<file path="config.mk">
export PLATFORM = sky130hd
export DESIGN_NAME = ram_arbiter_flat
export DESIGN_NICKNAME = d
export VERILOG_FILES = /design/src/rtl/ram_arbiter_if.sv /design/src/rtl/ram_arbiter.sv /design/src/flat_wrapper.sv
export SDC_FILE = /design/constraint.sdc
export NUM_CORES = 1
export LEC_CHECK = 0
export ABC_AREA = 1
export CAP_MARGIN = 0
export CORE_MARGIN = 2
export CORE_UTILIZATION = 46
export CTS_CLUSTER_SIZE = 25
export DETAILED_ROUTE_END_ITERATION = 8
export GPL_ROUTABILITY_DRIVEN = 0
export PLACE_DENSITY = 0.88
export REMOVE_ABC_BUFFERS = 1
export SYNTH_ARGS = -nofsm -noshare
export SYNTH_HDL_FRONTEND = slang
export SYNTH_SLANG_ARGS = --single-unit
</file>
<file path="constraint.sdc">
create_clock -name clk -period 10.3 [get_ports clk]
set_input_delay 2.06 -clock clk [delete_from_list [all_inputs] [get_ports clk]]
set_output_delay 2.06 -clock clk [all_outputs]
set_load 0.01 [all_outputs]
</file>
<file path="src/rtl/ram_arbiter_if.sv">
// Shared types and bundled port signals for ram_arbiter.
// The package holds the RAM control encodings used by the core and the RAM;
// the interface groups the fetch port, the load/store port and the RAM side.

package ram_arbiter_pkg;

    // RAM operation: a write happens only on MEM_STORE.
    typedef enum logic {
        MEM_LOAD  = 1'b0,
        MEM_STORE = 1'b1
    } mem_op_e;

    // Access size: byte, halfword or word.
    typedef enum logic [1:0] {
        RAM_MASK_B = 2'd0,
        RAM_MASK_H = 2'd1,
        RAM_MASK_W = 2'd2
    } ram_mask_e;

endpackage

interface ram_arbiter_if;
    import ram_arbiter_pkg::*;

    // Instruction-fetch port
    logic        i_req;
    logic [31:0] i_addr;
    logic        i_gnt;
    logic        i_rvalid;
    logic [31:0] i_rdata;
    logic        i_err;

    // Load/store port
    logic        d_req;
    logic        d_we;
    logic [31:0] d_addr;
    logic [31:0] d_wdata;
    ram_mask_e   d_mask;
    logic        d_gnt;
    logic        d_rvalid;
    logic [31:0] d_rdata;
    logic        d_err;

    // RAM side
    logic [31:0] ram_addr;
    logic [31:0] ram_wdata;
    mem_op_e     ram_mem_op;
    ram_mask_e   ram_mask;
    logic [31:0] ram_rdata;

    // The arbiter itself.
    modport slave (
        input  i_req, i_addr,
        input  d_req, d_we, d_addr, d_wdata, d_mask,
        input  ram_rdata,
        output i_gnt, i_rvalid, i_rdata, i_err,
        output d_gnt, d_rvalid, d_rdata, d_err,
        output ram_addr, ram_wdata, ram_mem_op, ram_mask
    );

    // The requesters and the RAM surrounding the arbiter.
    modport master (
        output i_req, i_addr,
        output d_req, d_we, d_addr, d_wdata, d_mask,
        output ram_rdata,
        input  i_gnt, i_rvalid, i_rdata, i_err,
        input  d_gnt, d_rvalid, d_rdata, d_err,
        input  ram_addr, ram_wdata, ram_mem_op, ram_mask
    );

endinterface

</file>
<file path="src/rtl/ram_arbiter.sv">
// ram_arbiter: shares one single-port, byte-addressed RAM between the
// instruction-fetch port (I) and the load/store port (D) of the rv32i core.
// One access per cycle, round-robin on contention. Misaligned or out-of-range
// accesses are still granted but never reach the RAM as a write and answer
// with err = 1. Responses appear exactly one cycle after the grant.

module ram_arbiter
    import ram_arbiter_pkg::*;
#(
    parameter int ADDR_WIDTH = 14
) (
    input  logic         clk,
    input  logic         rst_n,
    ram_arbiter_if.slave bus
);

    // Which port won most recently; the other one wins the next tie.
    typedef enum logic {
        PORT_I = 1'b0,
        PORT_D = 1'b1
    } port_e;

    // Round-robin state
    port_e       rr_last_q;
    port_e       rr_last_d;

    // Grants for this cycle
    logic        grant_i;
    logic        grant_d;

    // Access presented to the RAM this cycle
    logic [31:0] sel_addr;
    logic [31:0] sel_wdata;
    ram_mask_e   sel_mask;
    logic        sel_store;

    // Legality of the selected access
    logic [32:0] sel_size;
    logic [32:0] end_addr;
    logic        mask_ok;
    logic        misaligned;
    logic        out_of_range;
    logic        illegal;

    // Per-port response registers
    logic        i_rvalid_q;
    logic        i_rvalid_d;
    logic [31:0] i_rdata_q;
    logic [31:0] i_rdata_d;
    logic        i_err_q;
    logic        i_err_d;
    logic        d_rvalid_q;
    logic        d_rvalid_d;
    logic [31:0] d_rdata_q;
    logic [31:0] d_rdata_d;
    logic        d_err_q;
    logic        d_err_d;

    // Arbitration: a lone request wins; a tie goes to the port not granted last.
    always_comb begin
        // NOTE: every output of a combinational block gets a default first, so no path leaves it unassigned and no latch is inferred.
        grant_i   = 1'b0;
        grant_d   = 1'b0;
        rr_last_d = rr_last_q;

        unique case ({bus.i_req, bus.d_req})
            2'b10: grant_i = 1'b1;
            2'b01: grant_d = 1'b1;
            2'b11: begin
                if (rr_last_q == PORT_D) begin
                    grant_i = 1'b1;
                end else begin
                    grant_d = 1'b1;
                end
            end
            default: ;
        endcase

        if (grant_i) begin
            rr_last_d = PORT_I;
        end else if (grant_d) begin
            rr_last_d = PORT_D;
        end
    end

    // Round-robin pointer; reset to D so that I wins the first tie.
    always_ff @(posedge clk or negedge rst_n) begin
        if (!rst_n) begin
            rr_last_q <= PORT_D;
        end else begin
            // NOTE: sequential state uses non-blocking assignments so every flop samples pre-edge values.
            rr_last_q <= rr_last_d;
        end
    end

    // Steer the granted port's payload; idle cycles present a harmless word read of 0.
    always_comb begin
        sel_addr  = 32'd0;
        sel_wdata = 32'd0;
        sel_mask  = RAM_MASK_W;
        sel_store = 1'b0;

        if (grant_d) begin
            sel_addr  = bus.d_addr;
            sel_wdata = bus.d_wdata;
            sel_mask  = bus.d_mask;
            sel_store = bus.d_we;
        end else if (grant_i) begin
            // Fetches are always word-sized reads.
            sel_addr  = bus.i_addr;
        end
    end

    // Alignment and range checks on the selected access.
    always_comb begin
        sel_size   = 33'd4;
        mask_ok    = 1'b1;
        misaligned = 1'b0;

        unique case (sel_mask)
            RAM_MASK_B: begin
                sel_size   = 33'd1;
            end
            RAM_MASK_H: begin
                sel_size   = 33'd2;
                misaligned = sel_addr[0];
            end
            RAM_MASK_W: begin
                sel_size   = 33'd4;
                misaligned = (sel_addr[1:0] != 2'b00);
            end
            default: begin
                // Unused encoding: never let it touch the RAM.
                mask_ok    = 1'b0;
            end
        endcase

        // The last byte touched must lie inside the RAM; checking the end
        // address also covers a start address that is already out of range,
        // and stops the RAM from wrapping an access around to address 0.
        end_addr     = {1'b0, sel_addr} + sel_size - 33'd1;
        out_of_range = |(end_addr >> ADDR_WIDTH);

        illegal      = misaligned | out_of_range | !mask_ok;
    end

    // RAM drive: only a granted, legal store may write.
    assign bus.ram_addr   = sel_addr;
    assign bus.ram_wdata  = sel_wdata;
    assign bus.ram_mask   = sel_mask;
    assign bus.ram_mem_op = (sel_store && !illegal) ? MEM_STORE : MEM_LOAD;

    // Next response per port: valid only after a grant; rejected accesses return 0.
    always_comb begin
        i_rvalid_d = grant_i;
        i_rdata_d  = i_rdata_q;
        i_err_d    = i_err_q;
        d_rvalid_d = grant_d;
        d_rdata_d  = d_rdata_q;
        d_err_d    = d_err_q;

        // The RAM read is combinational and sampled at the same edge as any
        // write, so a store's response carries the word before the write.
        if (grant_i) begin
            i_rdata_d = illegal ? 32'd0 : bus.ram_rdata;
            i_err_d   = illegal;
        end

        if (grant_d) begin
            d_rdata_d = illegal ? 32'd0 : bus.ram_rdata;
            d_err_d   = illegal;
        end
    end

    // Response registers; reset drops any response still in flight.
    always_ff @(posedge clk or negedge rst_n) begin
        if (!rst_n) begin
            i_rvalid_q <= 1'b0;
            i_rdata_q  <= 32'd0;
            i_err_q    <= 1'b0;
            d_rvalid_q <= 1'b0;
            d_rdata_q  <= 32'd0;
            d_err_q    <= 1'b0;
        end else begin
            i_rvalid_q <= i_rvalid_d;
            i_rdata_q  <= i_rdata_d;
            i_err_q    <= i_err_d;
            d_rvalid_q <= d_rvalid_d;
            d_rdata_q  <= d_rdata_d;
            d_err_q    <= d_err_d;
        end
    end

    // Port outputs
    assign bus.i_gnt    = grant_i;
    assign bus.d_gnt    = grant_d;
    assign bus.i_rvalid = i_rvalid_q;
    assign bus.i_rdata  = i_rdata_q;
    assign bus.i_err    = i_err_q;
    assign bus.d_rvalid = d_rvalid_q;
    assign bus.d_rdata  = d_rdata_q;
    assign bus.d_err    = d_err_q;

endmodule

</file>
<file path="src/flat_wrapper.sv">
// flat-port wrapper written by rule: the top's interface ports become plain ports
module ram_arbiter_flat import ram_arbiter_pkg::*;
#(
    parameter int ADDR_WIDTH = 14
)
  (clk, rst_n, bus_i_req, bus_i_addr, bus_d_req, bus_d_we, bus_d_addr, bus_d_wdata, bus_d_mask, bus_ram_rdata, bus_i_gnt, bus_i_rvalid, bus_i_rdata, bus_i_err, bus_d_gnt, bus_d_rvalid, bus_d_rdata, bus_d_err, bus_ram_addr, bus_ram_wdata, bus_ram_mem_op, bus_ram_mask);
  ram_arbiter_if bus_i ();
  input  logic clk;
  input  logic rst_n;
  input wire logic [$bits(bus_i.i_req)-1:0] bus_i_req;
  input wire logic [$bits(bus_i.i_addr)-1:0] bus_i_addr;
  input wire logic [$bits(bus_i.d_req)-1:0] bus_d_req;
  input wire logic [$bits(bus_i.d_we)-1:0] bus_d_we;
  input wire logic [$bits(bus_i.d_addr)-1:0] bus_d_addr;
  input wire logic [$bits(bus_i.d_wdata)-1:0] bus_d_wdata;
  input wire logic [$bits(bus_i.d_mask)-1:0] bus_d_mask;
  input wire logic [$bits(bus_i.ram_rdata)-1:0] bus_ram_rdata;
  output wire logic [$bits(bus_i.i_gnt)-1:0] bus_i_gnt;
  output wire logic [$bits(bus_i.i_rvalid)-1:0] bus_i_rvalid;
  output wire logic [$bits(bus_i.i_rdata)-1:0] bus_i_rdata;
  output wire logic [$bits(bus_i.i_err)-1:0] bus_i_err;
  output wire logic [$bits(bus_i.d_gnt)-1:0] bus_d_gnt;
  output wire logic [$bits(bus_i.d_rvalid)-1:0] bus_d_rvalid;
  output wire logic [$bits(bus_i.d_rdata)-1:0] bus_d_rdata;
  output wire logic [$bits(bus_i.d_err)-1:0] bus_d_err;
  output wire logic [$bits(bus_i.ram_addr)-1:0] bus_ram_addr;
  output wire logic [$bits(bus_i.ram_wdata)-1:0] bus_ram_wdata;
  output wire logic [$bits(bus_i.ram_mem_op)-1:0] bus_ram_mem_op;
  output wire logic [$bits(bus_i.ram_mask)-1:0] bus_ram_mask;
  assign bus_i.i_req = bus_i_req;
  assign bus_i.i_addr = bus_i_addr;
  assign bus_i.d_req = bus_d_req;
  assign bus_i.d_we = bus_d_we;
  assign bus_i.d_addr = bus_d_addr;
  assign bus_i.d_wdata = bus_d_wdata;
  assign bus_i.d_mask = bus_d_mask;
  assign bus_i.ram_rdata = bus_ram_rdata;
  assign bus_i_gnt = bus_i.i_gnt;
  assign bus_i_rvalid = bus_i.i_rvalid;
  assign bus_i_rdata = bus_i.i_rdata;
  assign bus_i_err = bus_i.i_err;
  assign bus_d_gnt = bus_i.d_gnt;
  assign bus_d_rvalid = bus_i.d_rvalid;
  assign bus_d_rdata = bus_i.d_rdata;
  assign bus_d_err = bus_i.d_err;
  assign bus_ram_addr = bus_i.ram_addr;
  assign bus_ram_wdata = bus_i.ram_wdata;
  assign bus_ram_mem_op = bus_i.ram_mem_op;
  assign bus_ram_mask = bus_i.ram_mask;
  ram_arbiter #(.ADDR_WIDTH(ADDR_WIDTH)) u_core (.clk(clk), .rst_n(rst_n), .bus(bus_i));
endmodule
</file>
==> flow_summary.json <==
{
  "r2r-start": "u_core.rr_last_q",
  "drive_gt1_share_pct": 6.02,
  "ys.flop_type": "dfrtp_1",
  "syn-mean-instance-area_um2": 6.38,
  "holdBufCountCts": 0,
  "post_cts_buffers": 0,
  "fin_crit_sh_pct": 88.6,
  "cts_sinks": 69,
  "end_kind": "primary output",
  "area_growth_pct": 52.1,
  "hold_violations": 0,
  "grt_max_degree": 70,
  "dr.pass1.iters": 5,
  "slew_headroom_pct": 34.1,
  "cts_root_buf": "clkbuf_16",
  "grt.total_usage_pct": 29.5,
  "r2r-end": "u_core.bus.d_rdata[29]",
  "drtIter0Drc": 410,
  "coreArea_um2": 12600,
  "initial_core_util_pct": 47.2,
  "slew_viol_final": 0,
  "yosysTopAreaCell": "dfrtp_1",
  "viasPerCell": 5.11,
  "wire_per_inst_um": 14.9,
  "timing.fmax_mhz": 110,
  "grt_pass1_vias": 6882,
  "vias": 6991,
  "antenna_found_initial": 0,
  "h-tree-depth": 3,
  "cap_violations": 0,
  "p_per_area_nw_per_um2": 131,
  "critPathCapture": "bus_ram_mem_op",
  "ys_seq_area_share_pct": 29.0,
  "fin_crit_ps": 9130,
  "ios": 272,
  "skew_ps": 4.63,
  "die_width_um": 118,
  "detailed_place_hpwl_um": 15700,
  "synth_edf_count": 0,
  "critPathMaxFanout": 60,
  "yosysUniqueCellTypes": 36,
  "crit_start": "bus_i_req",
  "synth_most_common_cell": "nand2_1",
  "postLayoutCellArea_um2": 9060,
  "netlist_area_um2": 5960,
  "grt_first_pass_wirelength_um": 33400,
  "cts.path.max_buffers": 2,
  "worstPathArrival_ps": 7070,
  "synthTopCellsByArea": "dfrtp_1 29%, nand2_1 14%, inv_1 11%",
  "cp_slowest_cell": "a21oi_4",
  "cts_buffers": 9,
  "synth_common_cells": "228 x nand2_1, 182 x inv_1, 112 x nor2_1",
  "synth_cells": 934,
  "rsz0062_at_grt": "false",
  "crit_required_ps": 8240,
  "drt_drc_violations_left": 0,
  "reg2reg_depth": 19,
  "rrSetupSlack_ps": 5330,
  "rows": 41,
  "crit_type": "input pin to primary output",
  "cts_tree": "done",
  "wirelength_um": 20400,
  "crit_chain": "clkdlybuf4s50_1 -> a21oi_4 -> inv_2 -> o22ai_1 -> inv_1 -> ha_1 -> a21oi_1 -> o21ai_0 -> a21boi_0 -> nor2_1 -> a211oi_1 -> nand2_1 -> nand2_1 -> nand2_1 -> nor2_1 -> and2_0 -> nand4_1 -> nor2_1 -> clkdlybuf4s50_1",
  "yosysWarnings": 0,
  "vdd_drop_max_mv": 0.134,
  "outcome": "completed",
  "start_kind": "input pin",
  "p_leak_uw": 0.00448,
  "worst_pin_slew_ps": 986,
  "clock_latency_ps": 330,
  "cts_resized": 0,
  "synthArstFlopShare_pct": 100,
  "cts.clk_slew.worst_paths_ps": 60,
  "n_antenna_cell": 0,
  "ant_nets": 0,
  "synth_top_area_share_pct": 28.6,
  "grt_remaining_overflow": 0,
  "fillers": 1038,
  "slowest_delay_ps": 590,
  "placed_cell_area_um2": 8760,
  "yosys_register_bits": 69,
  "setup_viol": 0,
  "port-buffer-count": 271,
  "hp-class": "flop to flop",
  "die_area_um2": 13900,
  "fin_util_pct": 71.8,
  "tns_ps": 0,
  "die_h_um": 118,
  "worstHoldStart": "u_core.bus.d_rdata[11]",
  "nets": 1360
}
-- per-stage QoR --
stage | power (uW) | worst slack (ps) | std cells | hold slack (ps)
2_1_floorplan | 628 | 1670 | 903 | 488
3_3_place_gp | 859 | 1330 | 1352 | 465
3_5_place_dp | 868 | 1210 | 1352 | 472
4_1_cts | 1180 | 1200 | 1368 | 493
5_1_grt | 1260 | 669 | 1368 | 512
6_report | 1180 | 1170 | 1368 | 489
-- report_power, final --
part           leakage, uW  internal (uW)  switching [uW]
clock             0.000146            188             120
sequential        0.000863            300            16.8
combinational      0.00347            244             314
total              0.00448            733             451
-- how the worst min path moves through the flow --
stage                                         to  depth (start not counted)
after floorplan                 u_core.rr_last_q                          2
after global placement     u_core.bus.d_rdata[3]                          2
after detailed placement   u_core.bus.d_rdata[3]                          2
after CTS                 u_core.bus.i_rdata[31]                          2
after global routing       u_core.bus.d_rdata[3]                          2
final                     u_core.bus.d_rdata[11]                          2
-- area by class of cell --
| class | count | area, um2 | share of cell area, % |
|---|---|---|---|
| flip-flops and latches | 69 | 1730 | 19.1 |
| repair buffers | 277 | 2750 | 30.4 |
| clock inverters | 7 | 73.8 | 0.815 |
| clock buffers | 9 | 225 | 2.49 |
| multi-input cells | 646 | 3360 | 37.1 |
| inverters | 188 | 706 | 7.79 |
| well taps | 172 | 215 | 2.38 |
-- layout by cell type (no fill, tap or decap), drive strengths merged --
| cell | synthesis | routed |
|---|---|---|
| buf | 11 | 7 |
| nand4 | 10 | 10 |
| clkinvlp | 0 | 1 |
| and2 | 2 | 2 |
| a311oi | 1 | 1 |
| a21o | 2 | 2 |
| o211a | 1 | 1 |
| dfstp | 1 | 1 |
| a21boi | 3 | 3 |
| a31oi | 1 | 1 |
| bufinv | 0 | 1 |
| ha | 34 | 34 |
| nand3b | 5 | 5 |
| xor2 | 1 | 1 |
| nand2 | 234 | 234 |
| inv | 186 | 188 |
| a21oi | 76 | 76 |
| o21ai | 36 | 36 |
| clkbuf | 20 | 9 |
| dfrtp | 68 | 68 |
| nor2 | 115 | 115 |
| clkinv | 2 | 5 |
| o22ai | 30 | 30 |
| o21bai | 3 | 3 |
| clkdlybuf4s50 | 0 | 270 |
| nor4 | 1 | 1 |
| a211oi | 2 | 2 |
| nor3 | 8 | 8 |
| nand3 | 81 | 81 |
-- worst max-delay path, delay by kind of cell --
kind / cells / cell delay, ps
buf+inv: 4 / 1750
fa+ha+maj: 1 / 400
compound gates: 6 / 2060
simple gates: 8 / 760
-- cell families (layout without fill, tap and decap cells) --
| family | Yosys count | after routing | share of synthesized area [%] |
|---|---|---|---|
| AND/OR/NAND/NOR | 456 | 456 | 34.7 |
| buffers and inverters | 219 | 481 | 14.6 |
| AO/OA/AOI/OAI | 155 | 155 | 14.4 |
| flip-flops | 69 | 69 | 29.0 |
| adder cells (fa/ha/maj) | 34 | 34 | 7.14 |
| XOR/XNOR | 1 | 1 | 0.147 |
-- per-layer routing --
layer	wire length, um	up-vias	share of wire (%)	global-route usage [%]
li1	-	3466	-	-
met1	7650	3181	38	33.1
met2	10100	302	49	52.8
met3	2140	42	10	9.35
met4	532	0	2.6	9.79
met5	0	-	0	0
-- registers in the layout, indices dropped and copies added, names as in the netlist --
register and flops:
u_core.bus.i_rvalid 1, u_core.bus.i_err 1, u_core.bus.d_err 1, u_core.bus.i_rdata 32, u_core.bus.d_rvalid 1, u_core.rr_last_q 1, u_core.bus.d_rdata 32
(Power assumes the default switching activity.)
